===== src/rtl/boruss_mem_arbiter.sv =====
// boruss_mem_arbiter: round-robin arbiter giving three requesters access to one synchronous-read memory
module boruss_mem_arbiter #(
  parameter int ADDR_W = 8,
  parameter int DATA_W = 8
) (
  input  logic                  clk,
  input  logic                  reset,
  input  logic [2:0]            req,
  input  logic [2:0]            req_we,
  input  logic [3*ADDR_W-1:0]   req_addr,
  input  logic [3*DATA_W-1:0]   req_wdata,
  output logic [2:0]            ack,
  output logic [DATA_W-1:0]     rdata,
  output logic [1:0]            gnt_id,
  output logic                  busy,
  output logic                  mem_en,
  output logic                  mem_we,
  output logic [ADDR_W-1:0]     mem_addr,
  output logic [DATA_W-1:0]     mem_wdata,
  input  logic [DATA_W-1:0]     mem_rdata
);
  typedef enum logic [1:0] {S_IDLE = 2'b00, S_GRANT = 2'b01, S_ACK = 2'b10} state_t;
  state_t              r_state;
  logic [1:0]          r_last, r_gnt;
  logic                r_we, r_mem_en, r_mem_we;
  logic [ADDR_W-1:0]   r_addr;
  logic [DATA_W-1:0]   r_wdata, r_rdata;
  logic [2:0]          r_ack;
  logic [2:0]          w_req_m;
  logic [1:0]          w_s0, w_s1, w_win;
  logic                w_any;
  logic [ADDR_W-1:0]   w_addr;
  logic [DATA_W-1:0]   w_wdata;
  // in ACK the requester just served is masked so the others get a turn first
  always_comb begin
    w_req_m = (r_state == S_ACK) ? (req & ~(3'b001 << r_gnt)) : req;
    w_any   = |w_req_m;
    w_s0    = (r_last == 2'd0) ? 2'd1 : (r_last == 2'd1) ? 2'd2 : 2'd0;
    w_s1    = (r_last == 2'd0) ? 2'd2 : (r_last == 2'd1) ? 2'd0 : 2'd1;
    w_win   = w_req_m[w_s0] ? w_s0 : w_req_m[w_s1] ? w_s1 : r_last;
    w_addr  = (w_win == 2'd0) ? req_addr[0 +: ADDR_W] :
              (w_win == 2'd1) ? req_addr[ADDR_W +: ADDR_W] : req_addr[2*ADDR_W +: ADDR_W];
    w_wdata = (w_win == 2'd0) ? req_wdata[0 +: DATA_W] :
              (w_win == 2'd1) ? req_wdata[DATA_W +: DATA_W] : req_wdata[2*DATA_W +: DATA_W];
  end
  always_ff @(posedge clk or posedge reset) begin
    if (reset) begin
      r_state  <= S_IDLE;
      r_last   <= 2'd2;
      r_gnt    <= 2'd0;
      r_we     <= 1'b0;
      r_addr   <= '0;
      r_wdata  <= '0;
      r_rdata  <= '0;
      r_ack    <= '0;
      r_mem_en <= 1'b0;
      r_mem_we <= 1'b0;
    end else begin
      r_ack    <= '0;
      r_mem_en <= 1'b0;
      r_mem_we <= 1'b0;
      case (r_state)
        S_IDLE, S_ACK: begin
          if (r_state == S_ACK && !r_we) r_rdata <= mem_rdata;
          if (w_any) begin
            r_state  <= S_GRANT;
            r_last   <= w_win;
            r_gnt    <= w_win;
            r_we     <= req_we[w_win];
            r_addr   <= w_addr;
            r_wdata  <= w_wdata;
            r_mem_en <= 1'b1;
            r_mem_we <= req_we[w_win];
          end else begin
            r_state <= S_IDLE;
          end
        end
        S_GRANT: begin
          r_state <= S_ACK;
          r_ack   <= 3'b001 << r_gnt;
        end
        default: r_state <= S_IDLE;
      endcase
    end
  end
  // the memory registers read data at the end of GRANT; pass it through during a read ack
  assign rdata     = (r_state == S_ACK && !r_we) ? mem_rdata : r_rdata;
  assign ack       = r_ack;
  assign gnt_id    = r_gnt;
  assign busy      = (r_state != S_IDLE);
  assign mem_en    = r_mem_en;
  assign mem_we    = r_mem_we;
  assign mem_addr  = r_addr;
  assign mem_wdata = r_wdata;
endmodule

===== config.mk =====
export PLATFORM = sky130hd
export DESIGN_NAME = boruss_mem_arbiter
export DESIGN_NICKNAME = d
export VERILOG_FILES = /design/src/rtl/boruss_mem_arbiter.sv
export SDC_FILE = /design/constraint.sdc
export NUM_CORES = 1
export LEC_CHECK = 0
export ABC_CLOCK_PERIOD_IN_PS = 4100
export BUFFER_PORTS_ARGS = -buffer_cell sky130_fd_sc_hd__buf_2
export CAP_MARGIN = 10
export CORE_ASPECT_RATIO = 0.75
export CORE_MARGIN = 3
export CORE_UTILIZATION = 49
export DETAILED_ROUTE_END_ITERATION = 8
export GPL_TIMING_DRIVEN = 0
export HOLD_SLACK_MARGIN = 0.06
export PLACE_DENSITY = 0.85
export SLEW_MARGIN = 20
export SYNTH_ARGS = -nofsm -noshare
export SYNTH_HDL_FRONTEND = slang
export SYNTH_SLANG_ARGS = --single-unit

===== constraint.sdc =====
create_clock -name clk -period 4.1 [get_ports clk]
set_input_delay 0.41 -clock clk [delete_from_list [all_inputs] [get_ports clk]]
set_output_delay 0.41 -clock clk [all_outputs]
set_load 0.02 [all_outputs]

======== After elaboration in Yosys (flattened, before gate mapping) ========
Cells that the tools add are included.
storage, ports and cells
  register bits ........................... 36
  output and inout port bits .............. 32
  word-level logic and storage cells ...... 54
operators by class
  $lt $le $gt $ge ......................... 3
  equal/unequal tests ..................... 4
  shift operators ......................... 1
  multiplexer cells ....................... 25
  bitwise gates (word level) .............. 2
  reductions and logical operators ........ 9
operators by type and width
  kind                                                  number
  2-to-1 mux 8 bit                                      5
  2-to-1 mux 2 bit                                      5
  < comparator 2 x 3 -> 1 bit (second input constant)   3
  2-to-1 mux 1 bit                                      9
  binary-select mux 1 bit (select 2 bit)                3
  equality test 2 x 1 -> 1 bit (second input constant)  3
  logical NOT 2 bit                                     3
  2-to-1 mux 3 bit                                      2
  one-hot mux 2 bit (2 select lines)                    1
  bitwise AND 3 bit                                     1
  inverter 3 bit                                        1
  OR reduction 3 bit                                    1
  left shift 1 x 2 -> 3 bit (first input constant)      1
  equality test 2 bit (second input constant)           1
  AND reduction 2 bit                                   1
  nonzero test 2 bit                                    1
  OR reduction 2 bit                                    1
  logical AND 1 bit                                     1
  logical NOT 1 bit                                     1

======== Depth between registers and ports, before layout ========
Gate-level depths: netlist (run 1).
  word-level depth ........................ 12
  mapped depth ............................ 7

======== Worst setup path after synthesis (run 1) ========
Ideal clock, no wire load.
  kind .................................... reg2out
  from .................................... register r_state[0]
  to ...................................... output rdata[0]
  arrival ................................. 1.657 ns
  required time ........................... 3.690 ns
  setup slack ............................. 2.033 ns
  stages on the path, launching flop included .. 5
  path buffers ............................ 1
  cell sequence ........................... dfrtp_1 -> nand2b_1 -> nor2_1 -> buf_2 -> mux2_1
on the way
  longest elaborated chain between the ends .. 3
RTL lines
  item                    line  source
  start, declared         23    state_t r_state;
  start signal, assigned  48    r_state <= S_IDLE;
  start signal, assigned  66    r_state <= S_GRANT;
  start signal, assigned  75    r_state <= S_IDLE;
  equality test 2 bit     87    assign rdata = (r_state == S_ACK && !r_we) ? mem_rdata : r_rdata;
  logical AND 1 bit       87
  2-to-1 mux 8 bit        87
  end, declared           13    output logic [DATA_W-1:0] rdata,
No other way between the ends.

======== Worst setup path in the final report (run 1) ========
  from .................................... register r_state[0]
  to ...................................... output rdata[4]
Same word-level chain as after synthesis.

==> results of run 1 <==
-- flip-flops by register name (all words and copies together), names as in the netlist --
name / flops
r_we: 1
ack: 3
mem_en: 1
mem_we: 1
gnt_id: 1
r_last: 2
r_state: 2
mem_wdata: 8
mem_addr: 8
r_rdata: 8
-- kinds of logic after synthesis --
kind of cell | count (synthesis) | share of synthesized area, %
muxes | 32 | 17.7
DFF | 35 | 45.5
and+or+nand+nor | 41 | 11.1
buffers and inverters | 31 | 7.01
AOI/OAI and AO/OA | 35 | 18.8
-- per-stage QoR --
step	hold slack, ns	util, %
global route	0.304	68.7
CTS	0.277	68.7
detailed placement	0.471	66.6
floorplan	0.450	-
finish	0.245	68.7
global placement	0.461	66.6
-- synthesized netlist by cell type, drive strengths merged --
master	n	area [um2]
o31ai	2	15.0
mux2i	16	160
nand4	1	6.26
o311ai	2	17.5
nand3	3	15.0
nand2	20	75.1
nor3b	1	18.8
dfrtp	34	851
or2	1	6.26
o21bai	1	7.51
nand4bb	1	11.3
inv	23	86.3
o21ai	2	10.0
mux2	16	180
clkbuf	2	7.51
o311a	1	10.0
nor4b	1	8.76
nor2b	2	12.5
a21bo	1	10.0
nor2	3	11.3
or3b	1	8.76
nand2b	3	18.8
a21oi	4	20.0
a211o	1	8.76
o221ai	16	203
a31oi	2	18.8
a21o	2	15.0
a311oi	1	26.3
buf	6	41.3
nor3	3	15.0
and2	1	6.26
dfstp	1	26.3
-- where the power goes --
part / total, mW / internal (mW) / switching, mW / leakage, nW
Combinational: 1.10 / 0.459 / 0.636 / 0.889
Clock: 0.226 / 0.120 / 0.105 / 0.0395
Sequential: 0.628 / 0.519 / 0.108 / 0.428
-- final cells by class --
type                    count  area [um2]
multi-input cells         108         916
flip-flops and latches     35         877
plain buffers               8        48.8
clock buffers               8        80.1
repair buffers             95         475
well taps                  52        65.1
inverters                  23        86.3
fillers                   309        1160
-- worst max-delay path, stage by stage (launching register included) --
cell,delay [ns]
dfrtp_1,0.47
nand2b_1,0.22
nor2_1,0.43
buf_2,0.35
mux2_2,0.37
buf_2,0.16
-- metal layers --
metal / vias to the layer above / GRT usage (%) / part of all wire (%) / wire length, um
met5: - / 0 / 0 / 0
met4: 0 / 2.99 / 0.52 / 22
met3: 2 / 5.27 / 9.9 / 418
met2: 83 / 29.3 / 44 / 1840
met1: 744 / 25.9 / 46 / 1930
li1: 831 / - / - / -
-- final timing paths --
kind	startpoint	to	depth (start not counted)
max reg2reg	r_state[0]$_DFF_PP0_	mem_addr[0]$_DFFE_PP0P_	6
max in group asynchronous	reset	r_rdata[6]$_DFFE_PP0P_	2
min reg2reg	r_rdata[1]$_DFFE_PP0P_	r_rdata[1]$_DFFE_PP0P_	1
min in group clk	mem_rdata[1]	r_rdata[1]$_DFFE_PP0P_	2
min	reset	r_rdata[2]$_DFFE_PP0P_	2
max	r_state[0]$_DFF_PP0_	rdata[4]	5
==> metrics.txt, run 1 <==
Final setup violation count 0; Cell Area, Placed 0.00247 mm2; Clock transition at path regs 0.07 ns; CP Capture Type output pin; Routed Antenna Nets 0; antenna violations before repair 0; CP max FO 10; slew of the pin with the lowest slew margin between 0.7 and 0.8 ns; Setup Buffers After CTS 0; DP Cell Count approximately 320; post-synth cell types 37; max-slew violations 0; maximum clock rate approximately 370 MHz; CTS Buf Count 5; Post-Synthesis Cells roughly 170; cell area power density ~760 mW/mm2; commonest non-fill, non-tap cell in the layout buf_2; DRC violations left 0; Worst slew margin a little over half; TritonCTS clock tree yes; critical path class register to output pin; io pins 96; Lkg Pwr between 1 and 1.5 nW; PortBufs 95; core area roughly 0.0037 mm2; Die Area about 0.0047 mm2; Die X roughly 78 um; Hold Crit Class primary input to asynchronous set/reset pin; clock buffer depth 2; via count around 1700; Routed WL per cell roughly 13 um; Final Instance Area between 0.002 and 0.003 mm2; status finished clean; CTS resizes 0; GP Congestion about 0.92; final wirelength ~4200 um; critical path arrival 2.26 ns; grt total ovfl 0; pin count of the biggest net entering global routing 36; final std cells w/o fill approximately 330; max-cap violations 0; Pwr Total 1.95 mW; die height a little over 60 um; ANT cells 0; final hold vios 0; Site Rows 19; 1st-pass router iterations 4; unrepaired setup endpoints after global routing no; final setup skew between 0.008 and 0.009 ns; Critical Path RT ~3.7 ns; initial core utilization roughly half; via/cell ratio 5.05; clock root buffer clkbuf_8; vias in the first global route about 1500; HPWL Detailed 3350 um; most frequent cells in the layout buf_2 (98), dfrtp_1 (34), inv_1 (22); R2R Setup Slk between 1.5 and 2 ns; Worst setup SP type register; CTS Sinks 35; Starting DRT DRC Count 84; Tmin final about 2.7 ns; H-tree levels 2; synth warn 0; share of cells above drive strength 1 between 40% and 50%; register area share after synthesis a little under half; Final Cycle Share 65.1%; area added between synthesis and finish 32.2%; NumNets Final 340; first-pass GRT wire length ~6800 um; pre-CTS WS around 1.7 ns; Max IR drop VDD 0.356 mV; Synth Net Count 238; cts hold-fix bufs 0; setup tns final 0 ns; Synth Register Bits 35; Clk Latency, worst-skew pair ~0.27 ns; gr usage total approximately 18%; synthesized area around 0.0019 mm2; Final WS setup ~1.4 ns; Avg Synthesized Cell Area approximately 11 um2
Power figures use the tool's default switching activity.
==> run 2, diff against run 1 <==
--- a/config.mk
+++ b/config.mk
@@ -5,16 +5,16 @@
 export SDC_FILE = /design/constraint.sdc
 export NUM_CORES = 1
 export LEC_CHECK = 0
-export ABC_CLOCK_PERIOD_IN_PS = 4100
+export ABC_CLOCK_PERIOD_IN_PS = 2650
 export BUFFER_PORTS_ARGS = -buffer_cell sky130_fd_sc_hd__buf_2
 export CAP_MARGIN = 10
 export CORE_ASPECT_RATIO = 0.75
 export CORE_MARGIN = 3
-export CORE_UTILIZATION = 49
+export CORE_UTILIZATION = 46
 export DETAILED_ROUTE_END_ITERATION = 8
 export GPL_TIMING_DRIVEN = 0
 export HOLD_SLACK_MARGIN = 0.06
-export PLACE_DENSITY = 0.85
+export PLACE_DENSITY = 0.8
 export SLEW_MARGIN = 20
 export SYNTH_ARGS = -nofsm -noshare
 export SYNTH_HDL_FRONTEND = slang
==> constraint.sdc (replaced) <==
create_clock -name clk -period 2.65 [get_ports clk]
set_input_delay 0.265 -clock clk [delete_from_list [all_inputs] [get_ports clk]]
set_output_delay 0.265 -clock clk [all_outputs]
set_load 0.02 [all_outputs]
==> metrics.txt, run 2 (synthesis gave the netlist of run 1 again) <==
status finished clean (unchanged); WHS 0.0842 ns (was 0.245 ns); worst setup path endpoint rdata[4] (unchanged); area added between synthesis and finish 32.9% (was 32.2%); ANT cells 0 (unchanged); Pwr Total 3.07 mW (was 1.95 mW); final hold vios 0 (unchanged); final setup skew 0.00774 ns (was 0.00893 ns); Fillers 338 (was 309); final wirelength 4560 um (was 4220 um); Site Rows 19 (unchanged); Routed WL per cell 13.9 um (was 12.8 um); Tmin final about 2.4 ns; io pins 96 (unchanged); Worst R2R Start r_last[0]$_DFFE_PP0P_ (was r_state[0]$_DFF_PP0_); commonest non-fill, non-tap cell in the layout buf_2 (unchanged); vias in the first global route 1611 (was 1509); core area 0.00385 mm2 (was 0.00371 mm2); via/cell ratio 5.13 (was 5.05); area of the multi-input gates 918 um2 (was 916 um2); GP Congestion 0.937 (was 0.921); setup tns final 0 ns (unchanged); TritonCTS clock tree yes (unchanged); Cell Area, Placed 0.00247 mm2 (unchanged); 1st-pass router iterations 4 (unchanged); CTS Buf Count 5 (unchanged); die height 62.1 um (was 60.3 um); Worst setup SP type register (unchanged); R2R Path End mem_wdata[2]$_DFFE_PP0P_ (was mem_addr[0]$_DFFE_PP0P_); Routed Antenna Nets 0 (unchanged); Setup Buffers After CTS 0 (unchanged); Die Area 0.00501 mm2 (was 0.00473 mm2); Clk Latency, worst-skew pair 0.28 ns (was 0.27 ns); slew of the pin with the lowest slew margin 0.692 ns (was 0.704 ns); Clock transition at path regs 0.07 ns (about the same); Die X 80.8 um (was 78.4 um); cts hold-fix bufs 0 (unchanged); unrepaired setup endpoints after global routing no (unchanged); pin count of the biggest net entering global routing 36 (unchanged); Hold Crit Class primary input to asynchronous set/reset pin (unchanged); clock buffer depth 2 (unchanged); first-pass GRT wire length 7360 um (was 6800 um); H-tree levels 2 (unchanged); clock root buffer clkbuf_8 (unchanged); Final Instance Area 0.00256 mm2 (was 0.00255 mm2); DRC violations left 0 (unchanged); CTS Sinks 35 (unchanged); cell area power density 1200 mW/mm2 (was 765 mW/mm2); critical path class register to output pin (unchanged); gr usage total 19.5% (was 18.4%); R2R Setup Slk 0.43 ns (was 1.88 ns); Critical Path RT 2.38 ns (was 3.69 ns); PortBufs 95 (unchanged); Lkg Pwr 1.37 nW (was 1.36 nW); CP Capture Type output pin (unchanged); via count 1688 (was 1660); crit path launch r_state[0]$_DFF_PP0_ (unchanged); maximum clock rate 419 MHz; reg2reg path depth 7 (was 6); critical path arrival 2.12 ns (was 2.26 ns); Final Cycle Share 90.2%; share of cells above drive strength 1 48.7% (was 47.7%); most frequent cells in the layout buf_2 (98), dfrtp_1 (34), inv_1 (22) (unchanged); HPWL Detailed 3650 um (was 3350 um); NumNets Final 340 (unchanged); register area 877 um2 (unchanged); max-slew violations 0 (unchanged); max-cap violations 0 (unchanged); initial core utilization 50.1% (was 52.0%); Max IR drop VDD 0.588 mV (was 0.356 mV); Starting DRT DRC Count 102 (was 84); grt total ovfl 0 (unchanged); Worst slew margin 53.8% (was 53.0%); antenna violations before repair 0 (unchanged); Final setup violation count 0 (unchanged); CP max FO 10 (unchanged)
-- run 2: cell count changes in the layout (fill, tap and decap cells not counted), sizes merged --
cell,delta
clkinv,+1
clkbuf,-1
-- run 2: what timing repair did --
item                       in CTS  in global routing
hold endpoints to repair        0                  0
resized for setup               0                  1
setup endpoints to repair       0                  8
-- run 2: how the worst min path moves through the flow --
| stage | slack, ns | start | cells past startpoint | endpoint |
|---|---|---|---|---|
| 2_1_floorplan | 0.40 | mem_rdata[1] | 1 | r_rdata[1]$_DFFE_PP0P_ |
| 6_report | 0.08 | reset | 2 | mem_wdata[3]$_DFFE_PP0P_ |
| 3_3_place_gp | 0.46 | r_rdata[1]$_DFFE_PP0P_ | 1 | r_rdata[1]$_DFFE_PP0P_ |
| 5_1_grt | 0.14 | reset | 2 | mem_wdata[3]$_DFFE_PP0P_ |
| 4_1_cts | 0.11 | reset | 2 | mem_wdata[3]$_DFFE_PP0P_ |
| 3_5_place_dp | 0.42 | reset | 2 | mem_wdata[3]$_DFFE_PP0P_ |
-- run 2: area by class of cell --
| type | count | share of cell area (%) |
|---|---|---|
| Clock inverter | 1 | 0.195 |
| Multi-Input combinational cell | 108 | 35.8 |
| Tap cell | 52 | 2.54 |
| Sequential cell | 35 | 34.2 |
| Inverter | 23 | 3.37 |
| Clock buffer | 7 | 3.37 |
| Timing Repair Buffer | 95 | 18.6 |
| Buffer | 8 | 1.90 |
-- run 2: worst max-delay path: stages, from the launching register on --
cell and delay, ns:
dfrtp_1 0.48, nand2b_1 0.24, nor2_2 0.29, buf_2 0.31, mux2_2 0.36, buf_2 0.16
-- run 2: report_power, final --
group	internal, mW	total [mW]	switching (mW)
sequential	0.804	0.983	0.180
combinational	0.711	1.70	0.992
clock	0.209	0.384	0.175
total	1.72	3.07	1.35
-- run 2: layer usage --
| layer | track usage (%) | routed length (um) | part of all wire (%) | up-vias |
|---|---|---|---|---|
| met1 | 26.4 | 1990 | 44 | 751 |
| met3 | 5.19 | 481 | 11 | 9 |
| met4 | 8.67 | 81 | 1.8 | 0 |
| met5 | 0 | 0 | 0 | - |
| met2 | 30.1 | 2010 | 44 | 101 |
| li1 | - | - | - | 827 |
-- run 2: stage by stage --
| step | setup WS (ns) | utilization, % | cells |
|---|---|---|---|
| 2_1_floorplan | 0.638 | - | 174 |
| 3_3_place_gp | 0.407 | 64.1 | 321 |
| 4_1_cts | 0.0670 | 66.5 | 329 |
| 6_report | 0.261 | 66.5 | 329 |
| 3_5_place_dp | 0.379 | 64.1 | 321 |
| 5_1_grt | 0.114 | 66.5 | 329 |
